`config.mk`:
```
export PLATFORM = sky130hd
export DESIGN_NAME = sharpen_seq_flat
export DESIGN_NICKNAME = d
export VERILOG_FILES = /design/src/rtl/sharpen_seq_if.sv /design/src/rtl/sharpen_seq.sv /design/src/flat_wrapper.sv
export SDC_FILE = /design/constraint.sdc
export NUM_CORES = 1
export LEC_CHECK = 0
export CAP_MARGIN = 30
export CORE_ASPECT_RATIO = 2
export CORE_UTILIZATION = 54
export CTS_CLUSTER_DIAMETER = 50
export DETAILED_ROUTE_END_ITERATION = 16
export PLACE_DENSITY = 0.81
export SYNTH_ARGS = -nofsm -noshare
export SYNTH_HDL_FRONTEND = slang
export SYNTH_SLANG_ARGS = --single-unit
```
`constraint.sdc`:
```
create_clock -name clk -period 4.9 [get_ports clk]
set_input_delay 0.49 -clock clk [delete_from_list [all_inputs] [get_ports clk]]
set_output_delay 0.49 -clock clk [all_outputs]
set_load 0.01 [all_outputs]
```
`src/rtl/sharpen_seq_if.sv`:
```
// Purpose: control handshake and single-port memory bus between the sharpen sequencer and its memory.
// Latency: pure wiring, no storage.
// Backpressure: memory stalls a transaction by holding mem_ack low while mem_req is high.
interface sharpen_seq_if;
    logic        start;
    logic        busy;
    logic        done;
    logic        mem_req;
    logic        mem_we;
    logic [31:0] mem_addr;
    logic [31:0] mem_wdata;
    logic        mem_ack;
    logic [31:0] mem_rdata;

    // Sequencer side: drives the request, consumes ack/data.
    modport master (
        input  start, mem_ack, mem_rdata,
        output busy, done, mem_req, mem_we, mem_addr, mem_wdata
    );

    // Memory/host side.
    modport slave (
        output start, mem_ack, mem_rdata,
        input  busy, done, mem_req, mem_we, mem_addr, mem_wdata
    );
endinterface

```
`src/rtl/sharpen_seq.sv`:
```
// Purpose: walks an image in raster order, writing a 5-point sharpened copy (borders copied) to a second buffer.
// Latency: 2 cycles per memory transaction at zero wait (request + one idle gap); done one cycle after the last write ack.
// Backpressure: every request is held stable until mem_ack; wait states are unbounded.
module sharpen_seq #(
    parameter logic [31:0] SRC_BASE = 32'h000FF000,
    parameter logic [31:0] DST_BASE = 32'h000FF400,
    parameter int          IMG_W    = 16,
    parameter int          IMG_H    = 16
) (
    input  logic          clk,
    input  logic          reset,
    sharpen_seq_if.master bus
);
    typedef enum logic [2:0] {IDLE, RD, WR, GAP, FIN} state_t;

    state_t      state, state_nxt;
    logic [8:0]  row, row_nxt;
    logic [8:0]  col, col_nxt;
    // Index of the next read for this pixel: 0 centre, 1 up, 2 down, 3 left, 4 right.
    logic [2:0]  step, step_nxt;
    // Signed running sum; 12 bits covers -1020..1275.
    logic [11:0] acc, acc_nxt;
    logic        req, req_nxt;
    logic        we, we_nxt;
    logic        busy_r, busy_nxt;
    logic        done_r, done_nxt;
    logic [31:0] addr, addr_nxt;
    logic [31:0] wdata, wdata_nxt;

    logic        border;
    logic        last_pix;
    logic        wr_due;
    logic [8:0]  nb_row, nb_col;
    logic [31:0] rd_addr, wr_addr;
    logic [11:0] pix_ext;
    logic [7:0]  clamped;
    logic        unused_rdata_hi;

    assign border   = (row == 9'd0) || (row == 9'(IMG_H - 1)) ||
                      (col == 9'd0) || (col == 9'(IMG_W - 1));
    assign last_pix = (row == 9'(IMG_H - 1)) && (col == 9'(IMG_W - 1));
    // Border pixels write after their single read; interior after all five.
    assign wr_due   = border ? (step == 3'd1) : (step == 3'd5);
    assign pix_ext  = {4'b0, bus.mem_rdata[7:0]};
    assign unused_rdata_hi = ^bus.mem_rdata[31:8];
    assign clamped  = acc[11]      ? 8'd0   :
                      (|acc[10:8]) ? 8'd255 : acc[7:0];

    // Neighbour coordinate selected by the read step.
    always_comb begin
        nb_row = row;
        nb_col = col;
        case (step)
            3'd1:    nb_row = row - 9'd1;
            3'd2:    nb_row = row + 9'd1;
            3'd3:    nb_col = col - 9'd1;
            3'd4:    nb_col = col + 9'd1;
            default: ;
        endcase
    end

    assign rd_addr = SRC_BASE + ((32'(nb_row) * 32'(IMG_W) + 32'(nb_col)) << 2);
    assign wr_addr = DST_BASE + ((32'(row) * 32'(IMG_W) + 32'(col)) << 2);

    // Next-state, counter and bus-register decode.
    always_comb begin
        state_nxt = state;
        row_nxt   = row;
        col_nxt   = col;
        step_nxt  = step;
        acc_nxt   = acc;
        req_nxt   = req;
        we_nxt    = we;
        addr_nxt  = addr;
        wdata_nxt = wdata;
        done_nxt  = 1'b0;
        case (state)
            IDLE: begin
                if (bus.start) begin
                    state_nxt = RD;
                    row_nxt   = 9'd0;
                    col_nxt   = 9'd0;
                    step_nxt  = 3'd0;
                    req_nxt   = 1'b1;
                    we_nxt    = 1'b0;
                    addr_nxt  = SRC_BASE;
                end
            end
            RD: begin
                if (bus.mem_ack) begin
                    state_nxt = GAP;
                    req_nxt   = 1'b0;
                    step_nxt  = step + 3'd1;
                    if (step == 3'd0)
                        acc_nxt = border ? pix_ext : ((pix_ext << 2) + pix_ext);
                    else
                        acc_nxt = acc - pix_ext;
                end
            end
            GAP: begin
                req_nxt = 1'b1;
                if (wr_due) begin
                    state_nxt = WR;
                    we_nxt    = 1'b1;
                    addr_nxt  = wr_addr;
                    wdata_nxt = {24'b0, clamped};
                end else begin
                    state_nxt = RD;
                    we_nxt    = 1'b0;
                    addr_nxt  = rd_addr;
                end
            end
            WR: begin
                if (bus.mem_ack) begin
                    req_nxt  = 1'b0;
                    we_nxt   = 1'b0;
                    step_nxt = 3'd0;
                    if (last_pix) begin
                        state_nxt = FIN;
                        done_nxt  = 1'b1;
                    end else begin
                        state_nxt = GAP;
                        if (col == 9'(IMG_W - 1)) begin
                            col_nxt = 9'd0;
                            row_nxt = row + 9'd1;
                        end else begin
                            col_nxt = col + 9'd1;
                        end
                    end
                end
            end
            FIN:     state_nxt = IDLE;
            default: state_nxt = IDLE;
        endcase
        busy_nxt = (state_nxt != IDLE);
    end

    // State register.
    always_ff @(posedge clk) begin
        if (reset) state <= IDLE;
        else       state <= state_nxt;
    end

    // Counters, accumulator and registered bus outputs.
    always_ff @(posedge clk) begin
        if (reset) begin
            row    <= 9'd0;
            col    <= 9'd0;
            step   <= 3'd0;
            acc    <= 12'd0;
            req    <= 1'b0;
            we     <= 1'b0;
            busy_r <= 1'b0;
            done_r <= 1'b0;
            addr   <= 32'd0;
            wdata  <= 32'd0;
        end else begin
            row    <= row_nxt;
            col    <= col_nxt;
            step   <= step_nxt;
            acc    <= acc_nxt;
            req    <= req_nxt;
            we     <= we_nxt;
            busy_r <= busy_nxt;
            done_r <= done_nxt;
            addr   <= addr_nxt;
            wdata  <= wdata_nxt;
        end
    end

    assign bus.mem_req   = req;
    assign bus.mem_we    = we;
    assign bus.mem_addr  = addr;
    assign bus.mem_wdata = wdata;
    assign bus.busy      = busy_r;
    assign bus.done      = done_r;
endmodule

```
`src/flat_wrapper.sv`:
```
// flat-port wrapper written by rule: the top's interface ports become plain ports
module sharpen_seq_flat 
#(
    parameter logic [31:0] SRC_BASE = 32'h000FF000,
    parameter logic [31:0] DST_BASE = 32'h000FF400,
    parameter int          IMG_W    = 16,
    parameter int          IMG_H    = 16
)
  (clk, reset, bus_start, bus_mem_ack, bus_mem_rdata, bus_busy, bus_done, bus_mem_req, bus_mem_we, bus_mem_addr, bus_mem_wdata);
  sharpen_seq_if bus_i ();
  input  logic clk;
  input  logic reset;
  input wire logic [$bits(bus_i.start)-1:0] bus_start;
  input wire logic [$bits(bus_i.mem_ack)-1:0] bus_mem_ack;
  input wire logic [$bits(bus_i.mem_rdata)-1:0] bus_mem_rdata;
  output wire logic [$bits(bus_i.busy)-1:0] bus_busy;
  output wire logic [$bits(bus_i.done)-1:0] bus_done;
  output wire logic [$bits(bus_i.mem_req)-1:0] bus_mem_req;
  output wire logic [$bits(bus_i.mem_we)-1:0] bus_mem_we;
  output wire logic [$bits(bus_i.mem_addr)-1:0] bus_mem_addr;
  output wire logic [$bits(bus_i.mem_wdata)-1:0] bus_mem_wdata;
  assign bus_i.start = bus_start;
  assign bus_i.mem_ack = bus_mem_ack;
  assign bus_i.mem_rdata = bus_mem_rdata;
  assign bus_busy = bus_i.busy;
  assign bus_done = bus_i.done;
  assign bus_mem_req = bus_i.mem_req;
  assign bus_mem_we = bus_i.mem_we;
  assign bus_mem_addr = bus_i.mem_addr;
  assign bus_mem_wdata = bus_i.mem_wdata;
  sharpen_seq #(.SRC_BASE(SRC_BASE), .DST_BASE(DST_BASE), .IMG_W(IMG_W), .IMG_H(IMG_H)) u_core (.clk(clk), .reset(reset), .bus(bus_i));
endmodule
```
==> flow_summary.yaml <==
clock_network:
  numCtsBuffers: 9
  post_cts.repair.setup_buffers: 0
  cts-resized-gates: 0
  clk_path_buf_depth: 2
  cts.sinks: 67
  cts_tree: "built"
  cts_hold_buf: 0
  clockRootBuffer: "clkbuf_16"
  clk_latency_ns: 0.35
  htree_levels: 3
  clk_pin_slew_ns: 0.06
cells_and_area:
  nFillCells: 957
  syn_to_final_growth_pct: 8.622
  drive_gt1_share_pct: 5.943
  diodes: 0
  nets: 847
status:
  status: "complete, no violations"
timing:
  setup_viol: 0
  max_freq_mhz: 224.3
  final-hold-violation-count: 0
  maxSlewViolCount: 0
  rsz0062_at_grt: "no"
  finalCritPeriodShare_pct: 90.98
  period_needed_ns: 4.458
  relSlewSlack_pct: 53.25
  tns_ns: 0
  skew_ns: 0.008975
  worst_pin_slew_ns: 0.7012
worst_setup_path:
  arrival_ns: 4.70
  critical_path.slowest_cell: "fa_1"
  slowest_delay_ns: 0.41
  crit_path_start_kind: "flip-flop"
  endpoint_kind: "flip-flop"
  cp_max_fo: 11
  cp_data_required_time_ns: 5.14
  crit_type: "flip-flop to flip-flop"
  cp_common_cell: "ha_1"
  crit_chain: "inv_1 > ha_1 > and2_1 > a21o_1 > nand2_1 > o22ai_1 > nor2_1 > a21oi_1 > ha_1 > fa_1 > a21o_1 > a21oi_1 > nor2b_1 > o211a_1 > xnor2_1 > ha_1 > nor4b_2 > mux2i_1 > a32o_1"
routing:
  drt_wl_total_mm: 16.45
  drt-met1-wl_mm: 5.721
  first_pass_iters: 5
  ant_nets: 0
  dr_wl_met3_um: 810
  drc: 0
  wl_met2_mm: 8.549
  post_drt_wl_per_cell_um: 18.05
  via_per_inst: 6.317
  drt_iter0_drc: 384
  topRoutingLayerUsed: "met4"
  num_vias: 5755
placed_design:
  place_congestion: 0.9307
  place_hpwl_mm: 12.27
  numPortBuffers: 42
die:
  coreArea_mm2: 0.01054
  die_x_um: 75.59
  start_util_pct: 55.46
  rows: 53
  dieArea_mm2: 0.01128
  die_h_um: 149.2
  io_pins: 104
synthesis:
  synth_cell_types: 87
  synth_area_mm2: 0.005848
  synth_ff_type: "dfxtp_1"
  yosys_register_bits: 67
  syn_avg_cell_area_um2: 7.665
  synth_top_area_share_pct: 22.94
  synth_seq_area_share_pct: 22.94
  syn_inst: 763
  synth_top_cell_by_area: "dfxtp_1"
  netlist_top_cells_area: "dfxtp_1 (23%), ha_1 (8.1%), a21oi_1 (6.3%), buf_4 (4.9%), o21ai_0 (4.5%)"
  synth_edf_count: 0
  synthArstFlopShare_pct: 0
  yosys_warnings: 0
pwr:
  power.leakage_uw: 0.002475
  pwr-share-comb_pct: 19.4
  p_sw_uw: 484.3
  p_total_uw: 1572
  peakVddDrop_mv: 0.2396
  netSwitchingFraction_pct: 30.81
  pwr-share-clk_pct: 43.1
  p_seq_share_pct: 37.5
  p_per_area_mw_per_mm2: 247.5
  p_int_uw: 1088
grt:
  grt_pass1_wl_mm: 25.95
  first_global_vias: 5573
  antenna_found_initial: 0
  gr-total-overflow: 0
  grt_start_max_net_pins: 58
  track_usage_pct: 30.61
job:
  max-cap-violations: 0
min_path:
  hold_class: "flip-flop to flip-flop"
state kept, by name, indices dropped and copies added (netlist names):
signal and count:
u_core.acc 12, u_core.bus.busy 1, u_core.bus.done 1, u_core.bus.mem_addr 19
u_core.bus.mem_req 1, u_core.bus.mem_wdata 8, u_core.bus.mem_we 1, u_core.col 9
u_core.row 9, u_core.state 3, u_core.step 3
cell usage in the layout (no fill, tap or decap), types with 4 or more instances in the layout:
| cell type | netlist | final |
|---|---|---|
| a21oi_1 | 74 | 74 |
| nor2_1 | 67 | 67 |
| dfxtp_1 | 67 | 67 |
| nand2_1 | 55 | 55 |
| o21ai_0 | 52 | 52 |
| clkdlybuf4s50_1 | 0 | 41 |
| ha_1 | 38 | 38 |
| conb_1 | 1 | 37 |
| inv_1 | 31 | 31 |
| or3_1 | 26 | 26 |
| nor3_1 | 23 | 23 |
| nand3_1 | 18 | 18 |
| xnor2_1 | 15 | 15 |
| a211oi_1 | 13 | 13 |
| a31oi_1 | 11 | 11 |
| nor2b_1 | 10 | 10 |
| o211ai_1 | 10 | 10 |
| mux2i_1 | 10 | 10 |
| a21o_1 | 9 | 9 |
| nand3b_1 | 9 | 9 |
| clkbuf_16 | 0 | 9 |
| xor2_1 | 7 | 7 |
| nor3b_1 | 6 | 6 |
| and3_1 | 6 | 6 |
| o22ai_1 | 6 | 6 |
| a22oi_1 | 6 | 6 |
| o21a_1 | 5 | 5 |
| o2111ai_1 | 5 | 5 |
| a221oi_1 | 5 | 5 |
| o311ai_0 | 4 | 4 |
| nand2b_1 | 4 | 4 |
| nand4_1 | 4 | 4 |
| o21ai_1 | 4 | 4 |
| a21boi_0 | 4 | 4 |
| fa_1 | 4 | 4 |
cells in the mapped netlist, drive strengths merged (4+ instances only):
| master | count |
|---|---|
| a31oi | 11 |
| nand2b | 5 |
| nand3b | 9 |
| a211oi | 13 |
| a221oi | 5 |
| o21ai | 58 |
| dfxtp | 67 |
| nor3b | 6 |
| buf | 61 |
| fa | 4 |
| o21a | 5 |
| o211ai | 11 |
| a22oi | 6 |
| o2111ai | 5 |
| xnor2 | 15 |
| mux2i | 11 |
| or3 | 26 |
| o311ai | 4 |
| nor3 | 23 |
| inv | 31 |
| nand3 | 18 |
| a21boi | 4 |
| ha | 38 |
| or4 | 4 |
| nand4 | 4 |
| nor2 | 67 |
| a21o | 9 |
| nor4b | 4 |
| xor2 | 7 |
| clkbuf | 24 |
| nand2 | 56 |
| or3b | 4 |
| a21oi | 75 |
| o22ai | 6 |
| and3 | 9 |
| nor2b | 10 |
path summary, 6_finish.rpt:
kind,start,endpoint,slack (ns),depth (start not counted)
min,u_core.bus.mem_wdata[7]$_SDFFE_PP0P_,u_core.bus.mem_wdata[7]$_SDFFE_PP0P_,0.45,2
min reg2reg,u_core.bus.mem_wdata[7]$_SDFFE_PP0P_,u_core.bus.mem_wdata[7]$_SDFFE_PP0P_,0.45,2
max reg2reg,u_core.step[0]$_SDFFE_PP0P_,u_core.bus.mem_addr[20]$_SDFFE_PP0P_,0.44,19
max,u_core.step[0]$_SDFFE_PP0P_,u_core.bus.mem_addr[20]$_SDFFE_PP0P_,0.44,19
metal layers:
metal	vias up	track usage, %
met3	78	7.568
met2	230	52.19
met1	2715	28.60
met4	0	27.50
li1	2732	-
met5	-	0
stage by stage:
| stage | instances | worst slack (ns) | util, % | cell area [um2] | hold slack (ns) |
|---|---|---|---|---|---|
| final | 911 | 0.4419 | 60.25 | 6352 | 0.4484 |
| after global routing | 911 | 0.1464 | 60.25 | 6352 | 0.4659 |
| after CTS | 911 | 0.4885 | 60.25 | 6352 | 0.4508 |
| after detailed placement | 895 | 0.5008 | 57.33 | 6045 | 0.4435 |
| after global placement | 895 | 0.6307 | 57.33 | 6045 | 0.4393 |
| after floorplan | 799 | 1.140 | - | 5983 | 0.4453 |
kinds of logic after synthesis:
kind of cell,synth area share [%]
other,0.06412
muxes,2.738
xor gates and xnor gates,3.295
and+or+nand+nor,23.15
adders and majority gates,9.499
AOI/OAI and AO/OA,27.09
buffers and inverters,11.23
DFF,22.94
final cells by class:
cell class | count | area [um2] | area share [%]
sequential | 67 | 1341 | 21.11
clock inverter | 7 | 82.58 | 1.300
multi-input combinational | 616 | 3985 | 62.73
clock buffer | 9 | 225.2 | 3.545
timing repair buffer | 44 | 430.4 | 6.776
inverter | 31 | 116.4 | 1.832
tap | 137 | 171.4 | 2.698
power groups by stage:
stage	Sequential, uW	Clock (uW)	Combinational (uW)
finish	589	678	305
global route	590	708	339
CTS	587	684	302
detailed placement	599	0	299
global placement	598	0	290
floorplan	595	0	236
critical path, delay by kind of cell (launching register included):
kind,cells,cell delay (ns)
AND/OR/NAND/NOR,5,0.85
AO/OA/AOI/OAI,7,1.49
adder cells (fa/ha/maj),4,1.15
multiplexers,1,0.16
flip-flops,1,0.38
buffers and inverters,1,0.10
XOR/XNOR,1,0.21
No activity file was read; power rests on OpenSTA's default activity.
